==> config.mk <==
export PLATFORM = sky130hd
export DESIGN_NAME = guess_datapath_flat
export DESIGN_NICKNAME = d
export VERILOG_FILES = /design/src/rtl/guess_pkg.sv /design/src/rtl/guess_datapath_if.sv /design/src/rtl/guess_datapath_digit_mux.sv /design/src/rtl/guess_datapath.sv /design/src/flat_wrapper.sv
export SDC_FILE = /design/constraint.sdc
export NUM_CORES = 1
export LEC_CHECK = 0
export CORE_ASPECT_RATIO = 1.75
export CORE_MARGIN = 8
export CORE_UTILIZATION = 30
export DETAILED_ROUTE_END_ITERATION = 8
export GPL_TIMING_DRIVEN = 1
export SYNTH_ARGS = -nofsm -noshare
export SYNTH_HDL_FRONTEND = slang
export SYNTH_SLANG_ARGS = --single-unit
==> constraint.sdc <==
create_clock -name clka -period 3.6 [get_ports clka]
set_input_delay 0.72 -clock clka [delete_from_list [all_inputs] [get_ports clka]]
set_output_delay 0.72 -clock clka [all_outputs]
set_load 0.05 [all_outputs]
==> src/rtl/guess_pkg.sv <==
// Shared definitions for the 1A2B guess datapath.
//   state_e     : scan controller states
//   DIGITS_DEF  : default number of digits per secret/guess
//   DIGIT_W_DEF : default bits per BCD digit
//   BCD_MAX     : largest legal digit value in a guess
package guess_pkg;

  typedef enum logic [1:0] {
    StIdle,
    StScan,
    StResult
  } state_e;

  localparam int unsigned DIGITS_DEF  = 4;
  localparam int unsigned DIGIT_W_DEF = 4;
  localparam int unsigned BCD_MAX     = 9;

  // Width of an index able to address every digit; never zero.
  function automatic int unsigned idx_width(input int unsigned digits);
    return (digits > 1) ? $clog2(digits) : 1;
  endfunction

endpackage

==> src/rtl/guess_datapath_if.sv <==
// FSM <-> guess datapath interface.
//   master : FSM side (drives clear/save_test/enter/digit_in, reads scores)
//   slave  : datapath side
// Optional ATTEMPT_COUNT_EN adds the 8-bit attempts counter output.
interface guess_datapath_if
  import guess_pkg::*;
#(
  parameter int unsigned DIGITS  = DIGITS_DEF,
  parameter int unsigned DIGIT_W = DIGIT_W_DEF,
  parameter int unsigned CNT_W   = 3
);

  logic                        clear;
  logic                        save_test;
  logic                        enter;
  logic [DIGITS*DIGIT_W-1:0]   digit_in;
  logic                        busy;
  logic                        done;
  logic [CNT_W-1:0]            a_count;
  logic [CNT_W-1:0]            b_count;
  logic                        dp_same;
  logic                        dp_input_error;
`ifdef ATTEMPT_COUNT_EN
  logic [7:0]                  attempts;
`endif

`ifdef ATTEMPT_COUNT_EN
  modport master (
    output clear, save_test, enter, digit_in,
    input  busy, done, a_count, b_count, dp_same, dp_input_error, attempts
  );
  modport slave (
    input  clear, save_test, enter, digit_in,
    output busy, done, a_count, b_count, dp_same, dp_input_error, attempts
  );
`else
  modport master (
    output clear, save_test, enter, digit_in,
    input  busy, done, a_count, b_count, dp_same, dp_input_error
  );
  modport slave (
    input  clear, save_test, enter, digit_in,
    output busy, done, a_count, b_count, dp_same, dp_input_error
  );
`endif

endinterface

==> src/rtl/guess_datapath_digit_mux.sv <==
// digit_mux: combinational selector of one digit from a packed digit bus.
//   bus_i   : DIGITS packed digits, digit 0 in the LSBs
//   sel_i   : index of the digit to select
//   digit_o : selected digit (zero for an out-of-range index)
module digit_mux #(
  parameter int unsigned DIGITS  = 4,
  parameter int unsigned DIGIT_W = 4,
  parameter int unsigned IDX_W   = 2
) (
  input  logic [DIGITS*DIGIT_W-1:0] bus_i,
  input  logic [IDX_W-1:0]          sel_i,
  output logic [DIGIT_W-1:0]        digit_o
);

  always_comb begin
    digit_o = '0;
    for (int k = 0; k < DIGITS; k++) begin
      if (sel_i == IDX_W'(k)) digit_o = bus_i[k*DIGIT_W +: DIGIT_W];
    end
  end

endmodule

==> src/rtl/guess_datapath.sv <==
// guess_datapath: stores the 1A2B secret and scores a guess one digit pair per cycle.
//   clka     : system clock, all state on posedge
//   reset_n  : synchronous active-low reset
//   bus      : guess_datapath_if slave port
//              in : clear, save_test, enter, digit_in
//              out: busy, done, a_count, b_count, dp_same, dp_input_error
//              (+ attempts when ATTEMPT_COUNT_EN is defined)
// A scan walks all DIGITS*DIGITS (i,j) pairs, j fastest, then spends one RESULT
// cycle publishing the scores; done is registered so it rises DIGITS*DIGITS+1
// edges after the edge that accepted enter.
module guess_datapath
  import guess_pkg::*;
#(
  parameter int unsigned DIGITS  = DIGITS_DEF,
  parameter int unsigned DIGIT_W = DIGIT_W_DEF,
  parameter int unsigned CNT_W   = 3
) (
  input logic      clka,
  input logic      reset_n,
  guess_datapath_if.slave bus
);

  localparam int unsigned IdxW = idx_width(DIGITS);
  localparam int unsigned BusW = DIGITS * DIGIT_W;
  localparam logic [IdxW-1:0]    LastIdx = IdxW'(DIGITS - 1);
  localparam logic [CNT_W-1:0]   AllHit  = CNT_W'(DIGITS);
  localparam logic [DIGIT_W-1:0] DigMax  = DIGIT_W'(BCD_MAX);

  state_e            state_q, state_d;
  logic [BusW-1:0]   secret_q, secret_d;
  logic              secret_valid_q, secret_valid_d;
  logic [BusW-1:0]   guess_q, guess_d;
  logic [IdxW-1:0]   i_q, i_d;
  logic [IdxW-1:0]   j_q, j_d;
  logic [CNT_W-1:0]  a_q, a_d;
  logic [CNT_W-1:0]  b_q, b_d;
  logic              err_q, err_d;
  logic [CNT_W-1:0]  a_count_q, a_count_d;
  logic [CNT_W-1:0]  b_count_q, b_count_d;
  logic              same_q, same_d;
  logic              in_err_q, in_err_d;
  logic              done_q, done_d;
`ifdef ATTEMPT_COUNT_EN
  logic [7:0]        attempts_q, attempts_d;
`endif

  logic [DIGIT_W-1:0] s_i, g_i, g_j;

  digit_mux #(
    .DIGITS  (DIGITS),
    .DIGIT_W (DIGIT_W),
    .IDX_W   (IdxW)
  ) u_mux_si (
    .bus_i   (secret_q),
    .sel_i   (i_q),
    .digit_o (s_i)
  );

  digit_mux #(
    .DIGITS  (DIGITS),
    .DIGIT_W (DIGIT_W),
    .IDX_W   (IdxW)
  ) u_mux_gi (
    .bus_i   (guess_q),
    .sel_i   (i_q),
    .digit_o (g_i)
  );

  digit_mux #(
    .DIGITS  (DIGITS),
    .DIGIT_W (DIGIT_W),
    .IDX_W   (IdxW)
  ) u_mux_gj (
    .bus_i   (guess_q),
    .sel_i   (j_q),
    .digit_o (g_j)
  );

  always_comb begin
    state_d        = state_q;
    secret_d       = secret_q;
    secret_valid_d = secret_valid_q;
    guess_d        = guess_q;
    i_d            = i_q;
    j_d            = j_q;
    a_d            = a_q;
    b_d            = b_q;
    err_d          = err_q;
    a_count_d      = a_count_q;
    b_count_d      = b_count_q;
    same_d         = same_q;
    in_err_d       = in_err_q;
    done_d         = 1'b0;
`ifdef ATTEMPT_COUNT_EN
    attempts_d     = attempts_q;
`endif

    unique case (state_q)
      StIdle: begin
        if (bus.save_test) begin
          secret_d       = bus.digit_in;
          secret_valid_d = 1'b1;
`ifdef ATTEMPT_COUNT_EN
          attempts_d     = '0;
`endif
        end
        // A same-cycle save_test makes the secret valid for this enter too.
        if (bus.enter && (secret_valid_q || bus.save_test)) begin
          guess_d = bus.digit_in;
          i_d     = '0;
          j_d     = '0;
          a_d     = '0;
          b_d     = '0;
          err_d   = 1'b0;
          state_d = StScan;
        end
      end

      StScan: begin
        if ((i_q == j_q) && (s_i == g_i)) a_d = a_q + CNT_W'(1);
        if ((i_q != j_q) && (s_i == g_j)) b_d = b_q + CNT_W'(1);
        if (((i_q < j_q) && (g_i == g_j)) || (g_j > DigMax)) err_d = 1'b1;

        if (j_q == LastIdx) begin
          j_d = '0;
          if (i_q == LastIdx) begin
            i_d     = '0;
            state_d = StResult;
          end else begin
            i_d = i_q + IdxW'(1);
          end
        end else begin
          j_d = j_q + IdxW'(1);
        end
      end

      StResult: begin
        a_count_d = a_q;
        b_count_d = b_q;
        in_err_d  = err_q;
        same_d    = (a_q == AllHit) && !err_q;
        done_d    = 1'b1;
        state_d   = StIdle;
`ifdef ATTEMPT_COUNT_EN
        if (attempts_q != 8'hFF) attempts_d = attempts_q + 8'd1;
`endif
      end

      default: state_d = StIdle;
    endcase
  end

  // clear behaves exactly like reset, aborting any scan in flight.
  always_ff @(posedge clka) begin
    if (!reset_n || bus.clear) begin
      state_q        <= StIdle;
      secret_q       <= '0;
      secret_valid_q <= 1'b0;
      guess_q        <= '0;
      i_q            <= '0;
      j_q            <= '0;
      a_q            <= '0;
      b_q            <= '0;
      err_q          <= 1'b0;
      a_count_q      <= '0;
      b_count_q      <= '0;
      same_q         <= 1'b0;
      in_err_q       <= 1'b0;
      done_q         <= 1'b0;
`ifdef ATTEMPT_COUNT_EN
      attempts_q     <= '0;
`endif
    end else begin
      state_q        <= state_d;
      secret_q       <= secret_d;
      secret_valid_q <= secret_valid_d;
      guess_q        <= guess_d;
      i_q            <= i_d;
      j_q            <= j_d;
      a_q            <= a_d;
      b_q            <= b_d;
      err_q          <= err_d;
      a_count_q      <= a_count_d;
      b_count_q      <= b_count_d;
      same_q         <= same_d;
      in_err_q       <= in_err_d;
      done_q         <= done_d;
`ifdef ATTEMPT_COUNT_EN
      attempts_q     <= attempts_d;
`endif
    end
  end

  assign bus.busy           = (state_q != StIdle);
  assign bus.done           = done_q;
  assign bus.a_count        = a_count_q;
  assign bus.b_count        = b_count_q;
  assign bus.dp_same        = same_q;
  assign bus.dp_input_error = in_err_q;
`ifdef ATTEMPT_COUNT_EN
  assign bus.attempts       = attempts_q;
`endif

endmodule

==> src/flat_wrapper.sv <==
// flat-port wrapper written by rule: the top's interface ports become plain ports
module guess_datapath_flat import guess_pkg::*;
#(
  parameter int unsigned DIGITS  = DIGITS_DEF,
  parameter int unsigned DIGIT_W = DIGIT_W_DEF,
  parameter int unsigned CNT_W   = 3
)
  (clka, reset_n, bus_clear, bus_save_test, bus_enter, bus_digit_in, bus_busy, bus_done, bus_a_count, bus_b_count, bus_dp_same, bus_dp_input_error);
  guess_datapath_if #(.DIGITS(DIGITS), .DIGIT_W(DIGIT_W), .CNT_W(CNT_W)) bus_i ();
  input logic clka;
  input logic reset_n;
  input wire logic [$bits(bus_i.clear)-1:0] bus_clear;
  input wire logic [$bits(bus_i.save_test)-1:0] bus_save_test;
  input wire logic [$bits(bus_i.enter)-1:0] bus_enter;
  input wire logic [$bits(bus_i.digit_in)-1:0] bus_digit_in;
  output wire logic [$bits(bus_i.busy)-1:0] bus_busy;
  output wire logic [$bits(bus_i.done)-1:0] bus_done;
  output wire logic [$bits(bus_i.a_count)-1:0] bus_a_count;
  output wire logic [$bits(bus_i.b_count)-1:0] bus_b_count;
  output wire logic [$bits(bus_i.dp_same)-1:0] bus_dp_same;
  output wire logic [$bits(bus_i.dp_input_error)-1:0] bus_dp_input_error;
  assign bus_i.clear = bus_clear;
  assign bus_i.save_test = bus_save_test;
  assign bus_i.enter = bus_enter;
  assign bus_i.digit_in = bus_digit_in;
  assign bus_busy = bus_i.busy;
  assign bus_done = bus_i.done;
  assign bus_a_count = bus_i.a_count;
  assign bus_b_count = bus_i.b_count;
  assign bus_dp_same = bus_i.dp_same;
  assign bus_dp_input_error = bus_i.dp_input_error;
  guess_datapath #(.DIGITS(DIGITS), .DIGIT_W(DIGIT_W), .CNT_W(CNT_W)) u_core (.clka(clka), .reset_n(reset_n), .bus(bus_i));
endmodule
==> results of run 1 <==
worst paths after layout:
path / from / endpoint / slack, ns / cells past startpoint
worst max register to register: u_core.i_q[0] / u_core.err_q / 0.90 / 8
worst min register to register: u_core.bus.dp_same / u_core.bus.dp_same / 0.45 / 2
worst min-delay path: u_core.bus.dp_same / u_core.bus.dp_same / 0.45 / 2
worst max-delay path: u_core.i_q[0] / u_core.err_q / 0.90 / 8
metrics by stage:
step / instance area [µm²] / hold slack, ns / setup slack, ns / utilization (%)
after global routing: 3420 / 0.469 / 0.779 / 36.1
after floorplan: 2910 / 0.435 / 1.47 / -
after global placement: 3280 / 0.441 / 1.03 / 34.7
after detailed placement: 3280 / 0.443 / 0.963 / 34.7
final: 3420 / 0.449 / 0.896 / 36.1
after CTS: 3420 / 0.453 / 0.921 / 36.1
kinds of logic (layout without fill, tap and decap cells):
kind of cell | after synthesis | after routing
compound gates | 87 | 87
xor+xnor | 9 | 9
fa+ha+maj | 13 | 13
buf+inv | 33 | 54
flops | 55 | 55
mux | 3 | 3
simple gates | 168 | 168
synthesized netlist by cell type, drive strengths merged, types with 2 or more instances:
| cell type | n | area (µm²) |
|---|---|---|
| a211o | 2 | 17.5 |
| a211oi | 10 | 108 |
| a21oi | 49 | 245 |
| a221oi | 4 | 60.1 |
| a31oi | 2 | 12.5 |
| and2b | 2 | 16.3 |
| and3 | 4 | 25.0 |
| buf | 6 | 51.3 |
| clkbuf | 14 | 52.6 |
| dfxtp | 55 | 1100 |
| ha | 13 | 163 |
| inv | 13 | 48.8 |
| mux2i | 3 | 30.0 |
| nand2 | 103 | 387 |
| nand2b | 4 | 25.0 |
| nand3 | 8 | 40.0 |
| nand3b | 7 | 52.6 |
| nand4 | 3 | 18.8 |
| nor2 | 13 | 56.3 |
| nor2b | 7 | 46.3 |
| nor3 | 2 | 10.0 |
| nor3b | 7 | 57.6 |
| o2111ai | 2 | 23.8 |
| o211a | 2 | 20.0 |
| o211ai | 4 | 30.0 |
| o21ai | 9 | 45.0 |
| or3 | 2 | 13.8 |
| xnor2 | 8 | 70.1 |
state kept, by name (all words and copies together) (netlist names):
signal / cells
u_core.b_q: 3
u_core.bus.a_count: 3
u_core.j_q: 2
u_core.state_q: 2
u_core.bus.dp_same: 1
u_core.err_q: 1
u_core.bus.dp_input_error: 1
u_core.i_q: 2
u_core.secret_valid_q: 1
u_core.bus.done: 1
u_core.secret_q: 16
u_core.guess_q: 16
u_core.bus.b_count: 3
u_core.a_q: 3
per-layer routing:
layer  vias to the layer above  wire length [µm]
met2                        64              4190
li1                       1298                 -
met4                         0               438
met1                      1192              2800
met3                        23               285
met5                         -                 0
cell type report:
| cell class | instances | area (µm²) |
|---|---|---|
| clock buffer | 7 | 133 |
| clock inverter | 1 | 5.00 |
| fill | 1013 | 6050 |
| inverter | 13 | 48.8 |
| multi-input combinational | 280 | 1660 |
| sequential | 55 | 1100 |
| tap | 122 | 153 |
| timing repair buffer | 33 | 323 |
power groups by stage:
stage,clock network (W),registers (W),logic [W]
5_1_grt,0.000514,0.000631,0.000123
4_1_cts,0.000489,0.000629,0.000112
3_5_place_dp,0,0.000643,0.000112
2_1_floorplan,0,0.000639,0.0000659
6_report,0.000468,0.000629,0.000111
3_3_place_gp,0,0.000643,0.000110
worst min-delay path, cell delays in order, from the launching register on:
cell and delay (ns):
dfxtp_1 0.31, nand2_1 0.05, a21oi_1 0.05
==> results by group, run 1 <==
Layout
  – Most frequent cells in the layout: nand2_1, dfxtp_1, a21oi_1
  – Synthesis-to-layout area growth: 17.6%
  – Share of layout cells above drive strength 1: 6.94%
  – Nets: approximately 420
  – Post-Layout Cell Count: between 500 and 600
  – Number of inserted diodes: 0
  – Commonest non-fill, non-tap cell in the layout: nand2_1

Clock network
  – Sink Count: between 50 and 60
  – # hold bufs at CTS: 0
  – Clock Latency Late Sink: about 0.29 ns
  – Setup Buffers After CTS: 0
  – Count of cells resized by post-cts repair: 0
  – Cts bufs inserted: 5
  – Longest Clk Path Bufs: 2
  – CTS clk-pin slew, worst paths: about 0.07 ns
  – CTS root buffer: clkbuf_16
  – CTS tree: done
  – H-tree depth: 2

Yosys
  – Synthesis Warnings: 0
  – Synth Area in XOR/XNOR: between 2 and 3%
  – Post-synth net total: 402
  – Syn_area_per_cell: 7.90 µm²
  – Synth cell types: 50
  – Mux contribution to synthesized area: ~1.0%
  – Synthesized-area fraction occupied by adder cells: roughly 5.6%
  – Complex-gate fraction of the synthesized area: between 20% and 30%
  – Main combinational cell family by area after synthesis: simple AND/OR/NAND/NOR gates
  – EDFF count, synth: 0
  – Mapped Cells: 368
  – Simple-gate share of the synthesized area: between 20% and 30%
  – Post-synth ARST share: 0%
  – Post-synthesis sequential area ratio: between 30% and 40%
  – Cell Area, Synth: 0.00291 mm²
  – Post-synth top flop: dfxtp_1
  – Synth Register Bits: 55

Worst setup path
  – WP data arrival: between 2 and 3 ns
  – CP Buf/Inv Count: 1
  – Crit path max-delay family: compound AO/OA/AOI/OAI gates
  – Max incr delay on CP: 0.70 ns
  – Worst Path Max Fanout: 16
  – Critical Path RT: 3.84 ns
  – Slowest CP cell: ha_1
  – Crit path launch type: register
  – Worst Setup End Kind: register
  – Critical path type: reg2reg
  – Crit path cell chain: ha_1 > buf_4 > nor3b_1 > a221oi_2 > xor2_1 > a2111oi_0 > nand4_1 > nand3_1

Timing
  – Post-Route Skew: ~0.0055 ns
  – Final hold vios: 0
  – Final Slew Violations: 0
  – Final setup viols: 0
  – Actual slew at the worst max-slew pin: 0.778 ns
  – Setup total negative slack: 0 ns
  – Slew margin rel.: 48.1%
  – Fmax: about 370 MHz
  – Period utilization: 75.1%
  – RSZ-0062 raised after global routing: no
  – Crit path time final: around 2.7 ns

Power and ir drop
  – Seq pwr share: a little over half
  – Clk pwr share: around two fifths
  – Internal power: roughly 0.00092 W
  – Cell leakage power: ~1.1 nW
  – Cell Pwr Density: around 350 mW/mm²
  – Sw Share: approximately a quarter
  – Max VDD drop: ~0.00021 V
  – Combinational Power Share: 9.2%
  – Total power: ~0.0012 W
  – P_sw: 0.000285 W

Hold path
  – Type of the tightest min-delay check: reg2reg

GRT
  – Total GRT Usage: between 10% and 20%
  – Global-route wire length before repair: ~13 mm
  – Grt ovf: 0
  – GR peak layer: met2
  – Largest net degree at the start of global routing: 30
  – GR Layer Usage met2: between 20% and 30%
  – Met1 Track Usage GR: between 10% and 20%
  – Antenna violations before repair: 0
  – Vias in the first global route: approximately 2700
  – Met3 usage: under 10%

Status
  – Outcome: finished, final reports clean

Route
  – Vias: ~2600
  – Drt initial violations: about 130
  – Drt total wl: 7.71 mm
  – Drc violations: 0
  – Wire per inst: approximately 15 µm
  – First-pass DRT Iterations: 4
  – Via density: 5.04
  – Detail Route Antenna Nets: 0

Floorplan
  – Die X: 90.4 µm
  – Die Height: around 150 µm
  – Area of the core: around 0.0095 mm²
  – FP Rows: between 40 and 50
  – DIE AREA: roughly 0.013 mm²
  – I/O pin count: 31
  – Initial Util: between 30% and 40%

Placement
  – Port bufs: 30
  – # placed instances: 503
  – Routability congestion estimate: 0.882
  – Post-DP HPWL: around 6 mm

Flow run
  – Max cap viols: 0
(Power assumes the default switching activity.)
==> run 2: changes to the inputs <==
- clock period: 3.6 -> 2.25 ns (I/O delays scaled with it)
==> run 2 against run 1 <==
Compared with the run above: critical path depth rose by 1; worst setup slack got worse by 0.89 ns; count of clock-buffer cells in the layout down 1; sequential power up 61%; worst hold slack gained 0.0026 ns; first-iteration DRC count decreased by 34%; flip-flop and latch count unchanged; register-to-register slack lost 0.89 ns; critical endpoint is now u_core.b_q[2]; largest cell class unchanged; largest power group unchanged.
==> results by group, run 2 (synthesized netlist as in run 1, its figures left out) <==
Status
  – Outcome: finished, final reports clean

Layout
  – Synthesis-to-layout area growth: 32.5%
  – Commonest non-fill, non-tap cell in the layout: nand2_1
  – Final instance area: roughly 0.0039 mm²
  – Top Registers: u_core.guess_q x16, u_core.secret_q x16
  – Share of layout cells above drive strength 1: between 20% and 30%
  – Post-Layout Cell Count: approximately 540
  – Final Core Density: between 40% and 50%
  – Most frequent cells in the layout: nand2_1, dfxtp_1, a21oi_1
  – Number of inserted diodes: 0
  – Nets: around 450

Placement
  – Port bufs: 30
  – Post-DP HPWL: approximately 6.4 mm
  – Placed Area: around 0.0035 mm²
  – Routability congestion estimate: about 0.90
  – # placed instances: about 530

Power and ir drop
  – Total power: approximately 0.002 W
  – Cell Pwr Density: 522 mW/mm²
  – Cell leakage power: around 1.4 nW
  – Max VDD drop: 0.000279 V

Timing
  – Slew margin rel.: around three fifths
  – Post-Route Skew: 0.00772 ns
  – Fmax: between 400 and 500 MHz
  – Final hold vios: 0
  – RSZ-0062 raised after global routing: yes
  – Final setup viols: 0
  – Setup total negative slack: 0 ns
  – Final Slew Violations: 0
  – Crit path time final: approximately 2.2 ns
  – Period utilization: approximately 100%
  – Actual slew at the worst max-slew pin: a little under 0.6 ns

Floorplan
  – Area of the core: between 0.009 and 0.01 mm²
  – FP Rows: 47
  – DIE AREA: ~0.013 mm²
  – Die Height: around 150 µm
  – I/O pin count: 31
  – Die X: between 90 and 100 µm
  – Initial Util: a little under a third

Hold path
  – Hold wc startpoint: u_core.bus.dp_same
  – Hold Path Sink: u_core.bus.dp_same
  – Hold Path Depth: 2
  – Type of the tightest min-delay check: reg2reg

Clock network
  – Clock Latency Late Sink: roughly 0.30 ns
  – Longest Clk Path Bufs: 2
  – Cts bufs inserted: 5
  – CTS tree: done
  – Sink Count: between 50 and 60
  – CTS clk-pin slew, worst paths: roughly 0.07 ns
  – H-tree depth: 2
  – CTS root buffer: clkbuf_16
  – # hold bufs at CTS: 0

Flow run
  – Max cap viols: 0

GRT
  – Vias in the first global route: between 2000 and 3000
  – Largest net degree at the start of global routing: 29
  – Global-route wire length before repair: 13.4 mm
  – Antenna violations before repair: 0
  – Grt ovf: 0
  – Total GRT Usage: between 10% and 20%

Worst setup path
  – Critical Path RT: 2.48 ns
  – Crit path cell chain: clkinvlp_4 > buf_4 > ha_4 > nand2_1 > o21ai_0 > o31a_2 > xnor2_1 > or4_4 > a21oi_2
  – Slowest CP cell: or4_4
  – Worst r2r path cells: 9
  – Worst flop-to-flop path endpoint: u_core.b_q[2]
  – FF-to-FF setup slack: 0.007 ns
  – WP data arrival: approximately 2.5 ns
  – Max incr delay on CP: about 0.50 ns
  – Worst Path Max Fanout: 4
  – Worst Setup End Kind: register
  – Crit path launch type: register
  – Crit Reg-Reg Startpoint: u_core.j_q[0]
  – Critical path type: reg2reg

Route
  – Detail Route Antenna Nets: 0
  – Wire per inst: approximately 15 µm
  – Drc violations: 0
  – Drt total wl: 8.04 mm
  – Vias: 2677
  – Via density: 4.94
  – First-pass DRT Iterations: 4
  – Drt initial violations: 83
-- run 2: worst max-delay path by stage --
stage,startpoint,endpoint,slack [ns],depth (start not counted)
CTS,u_core.j_q[1],u_core.b_q[2],0.009,8
finish,u_core.j_q[0],u_core.b_q[2],0.007,9
global route,u_core.j_q[0],u_core.b_q[2],-0.07,9
global placement,u_core.j_q[0],u_core.b_q[2],-0.07,7
floorplan,u_core.i_q[0],u_core.b_q[2],0.12,9
detailed placement,u_core.j_q[0],u_core.b_q[2],-0.13,7
-- run 2: metrics by stage --
stage / setup slack [ns] / hold slack [ns]
detailed placement: -0.129 / 0.445
CTS: 0.00943 / 0.454
global placement: -0.0728 / 0.442
floorplan: 0.116 / 0.435
global route: -0.0699 / 0.475
finish: 0.00652 / 0.451
-- run 2: cell type report --
type / count / area, µm²
Fill cell: 971 / 5620
Multi-Input combinational cell: 280 / 1820
Sequential cell: 55 / 1110
Timing Repair Buffer: 64 / 558
Tap cell: 122 / 153
Clock buffer: 6 / 139
Inverter: 13 / 52.6
Clock inverter: 2 / 16.3
-- run 2: critical path, delay by kind of cell, from the launching register on --
kind            cells  cell delay, ns
compound gates      3            0.55
xor+xnor            1            0.20
fa+ha+maj           1            0.17
buf+inv             2            0.29
flops               1            0.41
simple gates        2            0.57
-- run 2: where the power goes --
group / switching [W] / internal, W / leakage (nW)
logic: 0.000110 / 0.0000914 / 0.830
clock network: 0.000357 / 0.000445 / 0.0731
registers: 0.0000165 / 0.000989 / 0.448
-- run 2: per-layer routing --
layer  up-vias  global-route usage, %  share of wire (%)  routed length, µm
li1       1358                      -                  -                  -
met2        48                   25.3                 58               4680
met5         -                      0                  0                  0
met1      1255                   11.8                 36               2890
met4         0                   6.20                3.5                281
met3        16                   1.75                2.3                185
-- run 2: timing repair --
action	CTS	global route
pin swaps	5	6
setup buffers	2	1
endpoints found under the setup margin	4	8
hold endpoints to repair	0	0
resized for setup	14	27
==> run 3: changes to the inputs <==
- clock period: 2.25 -> 2.81 ns (I/O delays scaled with it)
==> run 3 against run 2 <==
Compared with the run above: via count shrank 4.0%; combinational power decreased by 30%; highest routed layer unchanged; routed wire length is 7.7% lower; critical path depth fell by 1; first-iteration DRC count up 30%; global-route usage decreased by 0.65 points; cell count shrank 5.5%; sequential power fell by 20%; clock power fell by 23%; critical endpoint unchanged.
==> results by group, run 3 (synthesized netlist as in run 1, its figures left out) <==
Worst setup path
  – Crit path cell chain: ha_1 > buf_4 > nor2_4 > o211ai_1 > and3_1 > o2111ai_2 > or4_1 > a21oi_1
  – Critical path type: reg2reg
  – Crit path launch type: register
  – WP data arrival: ~2.8 ns
  – Worst Path Max Fanout: 13
  – Crit path max-delay family: simple AND/OR/NAND/NOR gates
  – Slowest CP cell: ha_1
  – Max incr delay on CP: ~0.54 ns
  – Worst Setup End Kind: register
  – CP Buf/Inv Count: 1
  – Critical Path RT: 3.04 ns

Clock network
  – # hold bufs at CTS: 0
  – H-tree depth: 2
  – Cts bufs inserted: 5
  – Clock Latency Late Sink: 0.30 ns
  – Count of cells resized by post-cts repair: 0
  – CTS clk-pin slew, worst paths: about 0.07 ns
  – CTS root buffer: clkbuf_16
  – CTS tree: done
  – Longest Clk Path Bufs: 2
  – Sink Count: between 50 and 60
  – Setup Buffers After CTS: 0

Placement
  – Placed Area: approximately 0.0033 mm²
  – Post-DP HPWL: between 5 and 6 mm
  – Port bufs: 30
  – Routability congestion estimate: 0.946
  – Pre-CTS WS: between 0.15 and 0.2 ns

Timing
  – Setup total negative slack: 0 ns
  – Slew margin rel.: 56.6%
  – Period utilization: between 90% and 100%
  – Post-Route Skew: 0.00587 ns
  – Setup ws final: about 0.27 ns
  – Fmax: 393 MHz
  – Actual slew at the worst max-slew pin: ~0.65 ns
  – Final setup viols: 0
  – Final hold vios: 0
  – Crit path time final: 2.54 ns
  – Final Slew Violations: 0
  – RSZ-0062 raised after global routing: no

Power and ir drop
  – Clk pwr share: about two fifths
  – Sw Share: between 20% and 30%
  – Total power: 0.00156 W
  – Cell leakage power: 1.15 nW
  – P_sw: approximately 0.00038 W
  – Seq pwr share: roughly 52%
  – Combinational Power Share: 8.9%
  – Max VDD drop: 0.000251 V
  – Internal power: between 0.001 and 0.0015 W
  – Cell Pwr Density: 456 mW/mm²

Route
  – First-pass DRT Iterations: 4
  – Drt initial violations: roughly 110
  – Drt total wl: roughly 7.4 mm
  – Drc violations: 0
  – Wire per inst: 14.5 µm
  – Vias: about 2600
  – Via density: approximately 5
  – Detail Route Antenna Nets: 0

Status
  – Outcome: finished, final reports clean

Layout
  – Synthesis-to-layout area growth: 18.1%
  – FF+latch area: around 0.0011 mm²
  – Share of layout cells above drive strength 1: about 7.7%
  – Fillers: about 1000
  – Commonest non-fill, non-tap cell in the layout: nand2_1
  – Area of the multi-input gates: 0.00166 mm²
  – Most frequent cells in the layout: nand2_1, dfxtp_1, a21oi_1
  – Number of inserted diodes: 0
  – Final Core Density: about 36%
  – Nets: approximately 420
  – Final instance area: between 0.003 and 0.004 mm²
  – Top Registers: u_core.guess_q x16, u_core.secret_q x16

GRT
  – Antenna violations before repair: 0
  – Vias in the first global route: about 2700
  – Total GRT Usage: between 10% and 20%
  – Largest net degree at the start of global routing: 28
  – Global-route wire length before repair: 12.8 mm
  – Grt ovf: 0

Floorplan
  – Die Height: about 150 µm
  – Area of the core: around 0.0095 mm²
  – I/O pin count: 31
  – DIE AREA: ~0.013 mm²
  – Die X: 90.4 µm
  – FP Rows: between 40 and 50
  – Initial Util: between 30% and 40%

Flow run
  – Max cap viols: 0

Hold path
  – Type of the tightest min-delay check: reg2reg
-- run 3: cell type report --
class	instances	share of cell area, %
repair buffers	34	9.62
inverters	13	1.42
clock inverters	3	0.547
flip-flops and latches	55	32.1
clock buffers	5	3.65
well taps	122	4.45
multi-input cells	280	48.2
-- run 3: power groups by stage --
stage          Combinational (W)  Clock, W  Sequential (W)
2_1_floorplan          0.0000844         0        0.000819
3_3_place_gp            0.000141         0        0.000823
3_5_place_dp            0.000142         0        0.000824
4_1_cts                 0.000142  0.000636        0.000805
5_1_grt                 0.000157  0.000664        0.000807
6_report                0.000140  0.000619        0.000805
-- run 3: through the flow --
step | hold slack, ns | cells
finish | 0.452 | 512
global route | 0.473 | 512
CTS | 0.455 | 512
detailed placement | 0.446 | 504
global placement | 0.440 | 504
floorplan | 0.435 | 368
-- run 3: layer usage --
metal	routed length, µm	track usage (%)	vias to the layer above
met4	462	9.22	0
met3	260	2.57	28
met1	2720	10.8	1194
met2	3970	22.3	51
met5	0	0	-
li1	-	-	1298
-- run 3: worst register-to-register path, cell delays in order (launching register included) --
cell	delay, ns
dfxtp_1	0.41
ha_1	0.54
buf_4	0.30
nor2_4	0.06
o211ai_1	0.18
and3_1	0.23
o2111ai_2	0.19
or4_1	0.43
a21oi_1	0.15
-- run 3: final timing paths --
check	endpoint	slack (ns)	start	depth (start not counted)
max	u_core.b_q[2]	0.27	u_core.i_q[0]	8
min	u_core.bus.b_count[1]	0.45	u_core.bus.b_count[1]	2
max reg2reg	u_core.b_q[2]	0.27	u_core.i_q[0]	8
min reg2reg	u_core.bus.b_count[1]	0.45	u_core.bus.b_count[1]	2
